File: src/rtl/decode_sequencer.sv
`default_nettype none
`timescale 1ns/1ps
// +---------------------------------------------------------------------------+
// | decode_sequencer: arms the BEP frame decoder, buffers completed frames     |
// | behind a valid/ready handshake, aborts stalled frames, keeps statistics.   |
// | Revision: 1.0                                                              |
// +---------------------------------------------------------------------------+
module decode_sequencer #(
  parameter int TIMEOUT_CYCLES = 1000000,
  parameter int RESTART_CYCLES = 2
) (
  input  logic        clock,
  input  logic        reset_n,
  input  logic        serial_clock,
  input  logic        dec_full,
  input  logic [95:0] dec_frame,
  output logic        dec_reset_n,
  output logic        frame_valid,
  input  logic        frame_ready,
  output logic [95:0] frame_data,
  output logic [7:0]  frame_count,
  output logic [7:0]  drop_count,
  output logic [7:0]  timeout_count,
  output logic        busy
);

  localparam int IDLE_W = $clog2(TIMEOUT_CYCLES);
  localparam int RST_W  = (RESTART_CYCLES > 1) ? $clog2(RESTART_CYCLES) : 1;
  localparam logic [IDLE_W-1:0] IDLE_LAST = IDLE_W'(TIMEOUT_CYCLES - 1);
  localparam logic [RST_W-1:0]  RST_LAST  = RST_W'(RESTART_CYCLES - 1);

  typedef enum logic [0:0] {
    RESTART = 1'b0,
    ARMED   = 1'b1
  } state_t;

  state_t            state;
  logic [RST_W-1:0]  restart_cnt;
  logic [IDLE_W-1:0] idle_cnt;

  logic handoff;
  logic capture;
  logic load;
  logic timeout;

  // busy doubles as the activity flag: set by the first strobe of a frame.
  assign handoff = frame_valid & frame_ready;
  assign capture = (state == ARMED) & dec_full;
  assign load    = capture & (~frame_valid | frame_ready);
  assign timeout = (state == ARMED) & busy & ~dec_full & ~serial_clock &
                   (idle_cnt == IDLE_LAST);

  always_ff @(posedge clock) begin
    if (!reset_n) begin
      state         <= RESTART;
      restart_cnt   <= '0;
      idle_cnt      <= '0;
      busy          <= 1'b0;
      dec_reset_n   <= 1'b0;
      frame_valid   <= 1'b0;
      frame_data    <= '0;
      frame_count   <= 8'd0;
      drop_count    <= 8'd0;
      timeout_count <= 8'd0;
    end else begin
      if (handoff) begin
        frame_valid <= 1'b0;
        if (frame_count != 8'hFF) frame_count <= frame_count + 8'd1;
      end
      // A capture on the hand-off cycle refills the buffer, keeping valid high.
      if (load) begin
        frame_valid <= 1'b1;
        frame_data  <= dec_frame;
      end
      if (capture && !load && drop_count != 8'hFF) drop_count <= drop_count + 8'd1;

      case (state)
        RESTART: begin
          busy     <= 1'b0;
          idle_cnt <= '0;
          if (restart_cnt == RST_LAST) begin
            state       <= ARMED;
            dec_reset_n <= 1'b1;
            restart_cnt <= '0;
          end else begin
            restart_cnt <= restart_cnt + 1'b1;
          end
        end
        ARMED: begin
          if (capture || timeout) begin
            state       <= RESTART;
            dec_reset_n <= 1'b0;
            restart_cnt <= '0;
            busy        <= 1'b0;
            idle_cnt    <= '0;
            if (timeout && timeout_count != 8'hFF) timeout_count <= timeout_count + 8'd1;
          end else if (serial_clock) begin
            busy     <= 1'b1;
            idle_cnt <= '0;
          end else if (busy) begin
            idle_cnt <= idle_cnt + 1'b1;
          end
        end
        default: begin
          state       <= RESTART;
          dec_reset_n <= 1'b0;
          restart_cnt <= '0;
        end
      endcase
    end
  end

endmodule
`default_nettype wire

File: config.mk
export PLATFORM = sky130hd
export DESIGN_NAME = decode_sequencer
export DESIGN_NICKNAME = d
export VERILOG_FILES = /design/src/rtl/decode_sequencer.sv
export SDC_FILE = /design/constraint.sdc
export NUM_CORES = 1
export LEC_CHECK = 0
export CORE_AREA = 2 2 122 124
export DETAILED_ROUTE_END_ITERATION = 8
export DIE_AREA = 0 0 124 126
export GPL_TIMING_DRIVEN = 0
export MAX_ROUTING_LAYER = met4
export PLACE_DENSITY_LB_ADDON = 0.2
export SLEW_MARGIN = 5
export SYNTH_ARGS = -nofsm -noshare
export SYNTH_HDL_FRONTEND = slang
export SYNTH_SLANG_ARGS = --single-unit
File: constraint.sdc
create_clock -name clock -period 2.2 [get_ports clock]
set_input_delay 0.22 -clock clock [delete_from_list [all_inputs] [get_ports clock]]
set_output_delay 0.22 -clock clock [all_outputs]
set_load 0.05 [all_outputs]
==> results.json <==
{
  "status": "completed",
  "grt_pass1_wl_um": 24300,
  "yosysMostFrequentCell": "nand2_1",
  "period_needed_ps": 2140,
  "critical_path.cell_chain": "ha_4 -> nand3_4 -> or4_4 -> or2_0 -> buf_4 -> or4_4 -> a21oi_2",
  "drive_above_1_share": 0.0647,
  "syn_nets": 775,
  "cp-start-kind": "flop",
  "wl_per_cell_um": 13.9,
  "synthArstFlopShare": 0,
  "syn_to_final_growth_pct": 58.9,
  "diodes": 0,
  "io_pins": 224,
  "grt_pass1_vias": 4886,
  "slew_headroom": 0.514,
  "regArea_mm2": 0.00292,
  "grt_max_degree": 17,
  "ant_nets": 0,
  "min_period_over_period": 0.972,
  "critPathMostFrequentCell": "or4_4",
  "yosysTopAreaCell": "dfxtp_1",
  "path_max_fanout": 6,
  "whs_ps": 228,
  "yosysUniqueCellTypes": 38,
  "hold_violations": 0,
  "slowest_stage": "or4_4",
  "synth_cells": 670,
  "syn_area_mm2": 0.00543,
  "cts_tree": "done",
  "avgSynthCellArea_um2": 8.11,
  "netlist.area_leader.share": 0.534,
  "die_w_um": 124,
  "fin_nets": 1020,
  "hold_buffers": 0,
  "tightest_slew_ps": 723,
  "endpoint_kind": "flop",
  "arrival_ps": 2490,
  "fillers": 1337,
  "synth_ff_type": "dfxtp_1",
  "critPathRequiredTime_ps": 2550,
  "hpwl_um": 11200,
  "dr.pass1.iters": 4,
  "power.leakage_nw": 2.90,
  "hp-class": "in2reg",
  "setup_viol": 0,
  "die_h_um": 126,
  "grtUsageTotal": 0.205,
  "start_util": 0.380,
  "stdcell_count": 1112,
  "vias": 5272,
  "final_max_slew_viol_count": 0,
  "antenna_found_initial": 0,
  "io_buffers": 222,
  "slowest_delay_ps": 510,
  "ctsHtreeMaxLevel": 4,
  "drc": 0,
  "crit_type": "reg2reg",
  "dieArea_mm2": 0.0156,
  "drt_wl_total_um": 15500,
  "synthTopCellsByCount": "212 x nand2_1, 145 x dfxtp_1, 108 x a21oi_1, 47 x nor2_1, 36 x clkbuf_1",
  "clockRootBuffer": "clkbuf_16",
  "ys_ff_latch": 145,
  "vdd_drop_max_uv": 478,
  "rows": 44,
  "place_inst": 1076,
  "cts_sinks": 145,
  "synth_edf_count": 0,
  "core_area_mm2": 0.0143,
  "yosysWarnings": 0,
  "clkLatencyLatePin_ps": 420,
  "multiInputGateArea_mm2": 0.00242,
  "ys_seq_area_frac": 0.534,
  "numCtsBuffers": 17,
  "clockBufferDepth": 2,
  "synth_area_leaders": "dfxtp_1 53%, nand2_1 15%, a21oi_1 9.9%",
  "clkSlewWorstSetupHoldPaths_ps": 60,
  "gp_congestion": 0.803,
  "grt.overflow.total": 0,
  "maxCapViolCount": 0,
  "p_per_area_mw_per_mm2": 776,
  "max_freq_mhz": 467,
  "skew_ps": 6.49,
  "routed_via_density": 4.74,
  "drt_iter0_drc": 248
}
routing by layer:
layer	vias to the layer above	wire length [µm]	global-route usage
met1	2367	6790	0.248
met5	-	0	-
li1	2718	-	-
met4	0	290	0.0806
met3	26	1120	0.0616
met2	161	7270	0.318
stage by stage:
stage / power, mW / setup TNS [ps] / cell area (µm²) / utilization / worst slack, ps
floorplan: 3.30 / 0 / 5450 / - / 0.367
global placement: 3.71 / -18300 / 7900 / 0.552 / -502
detailed placement: 3.72 / -16400 / 7900 / 0.552 / -459
CTS: 6.79 / 0 / 8590 / 0.600 / 13.7
global route: 6.99 / -2.20 / 8630 / 0.603 / -2.20
finish: 6.70 / 0 / 8630 / 0.603 / 60.5
layout by cell type (no fill, tap or decap), types with 3 or more instances in the layout:
master and count:
clkbuf_2 4, or3_1 5, dfxtp_4 3, clkinvlp_4 3, nand2_1 212, and3_1 3, a21oi_1 107, inv_6 3
xor2_1 12, nand4_1 11, nor2_1 46, clkbuf_1 31, clkbuf_16 18, ha_1 3, bufinv_16 3, clkdlybuf4s50_1 222
mux2i_1 4, dfxtp_2 3, nand3_1 16, o21ai_0 7, clkinv_4 4, nor3_1 8, buf_4 6, nor2b_1 3
dfxtp_1 139, xnor2_1 18
power by group:
group	switching [mW]	internal, mW
Combinational	0.536	0.362
Sequential	0.0445	2.71
Clock	1.15	1.90
worst paths after layout:
path,startpoint,end,slack (ps),cells past startpoint
max,idle_cnt[1],timeout_count[3],60,7
min,reset_n,timeout_count[1],230,3
max reg2reg,idle_cnt[1],timeout_count[3],60,7
min reg2reg,frame_data[85],frame_data[85],450,2
critical path, delay by kind of cell, from the launching register on:
kind	cells	cell delay (ps)
fa+ha+maj	1	140
flops	1	360
simple gates	4	1270
buf+inv	1	150
compound gates	1	140
kinds of logic after synthesis:
kind of cell    synth area share
xor+xnor                  0.0484
flops                      0.534
simple gates               0.254
mux                      0.00737
fa+ha+maj                0.00921
compound gates             0.117
buf+inv                   0.0299
final cells by class:
cell class | instances | area share
clock buffer | 19 | 0.0538
sequential | 145 | 0.338
multi-input combinational | 484 | 0.281
inverter | 3 | 0.00130
timing repair buffer | 227 | 0.262
clock inverter | 13 | 0.0201
tap | 184 | 0.0267
buffer | 37 | 0.0180
sequential cells by signal, indices dropped and copies added (netlist names):
register,count
timeout_count,8
frame_count,8
dec_reset_n,1
busy,1
drop_count,8
restart_cnt,1
idle_cnt,20
state,1
frame_data,96
frame_valid,1
timing repair:
item	4_1_cts	5_1_grt
pin swaps	5	5
gates resized for setup	8	15
setup buffers	4	1
endpoints found under the setup margin	43	52
Power figures use the tool's default switching activity.
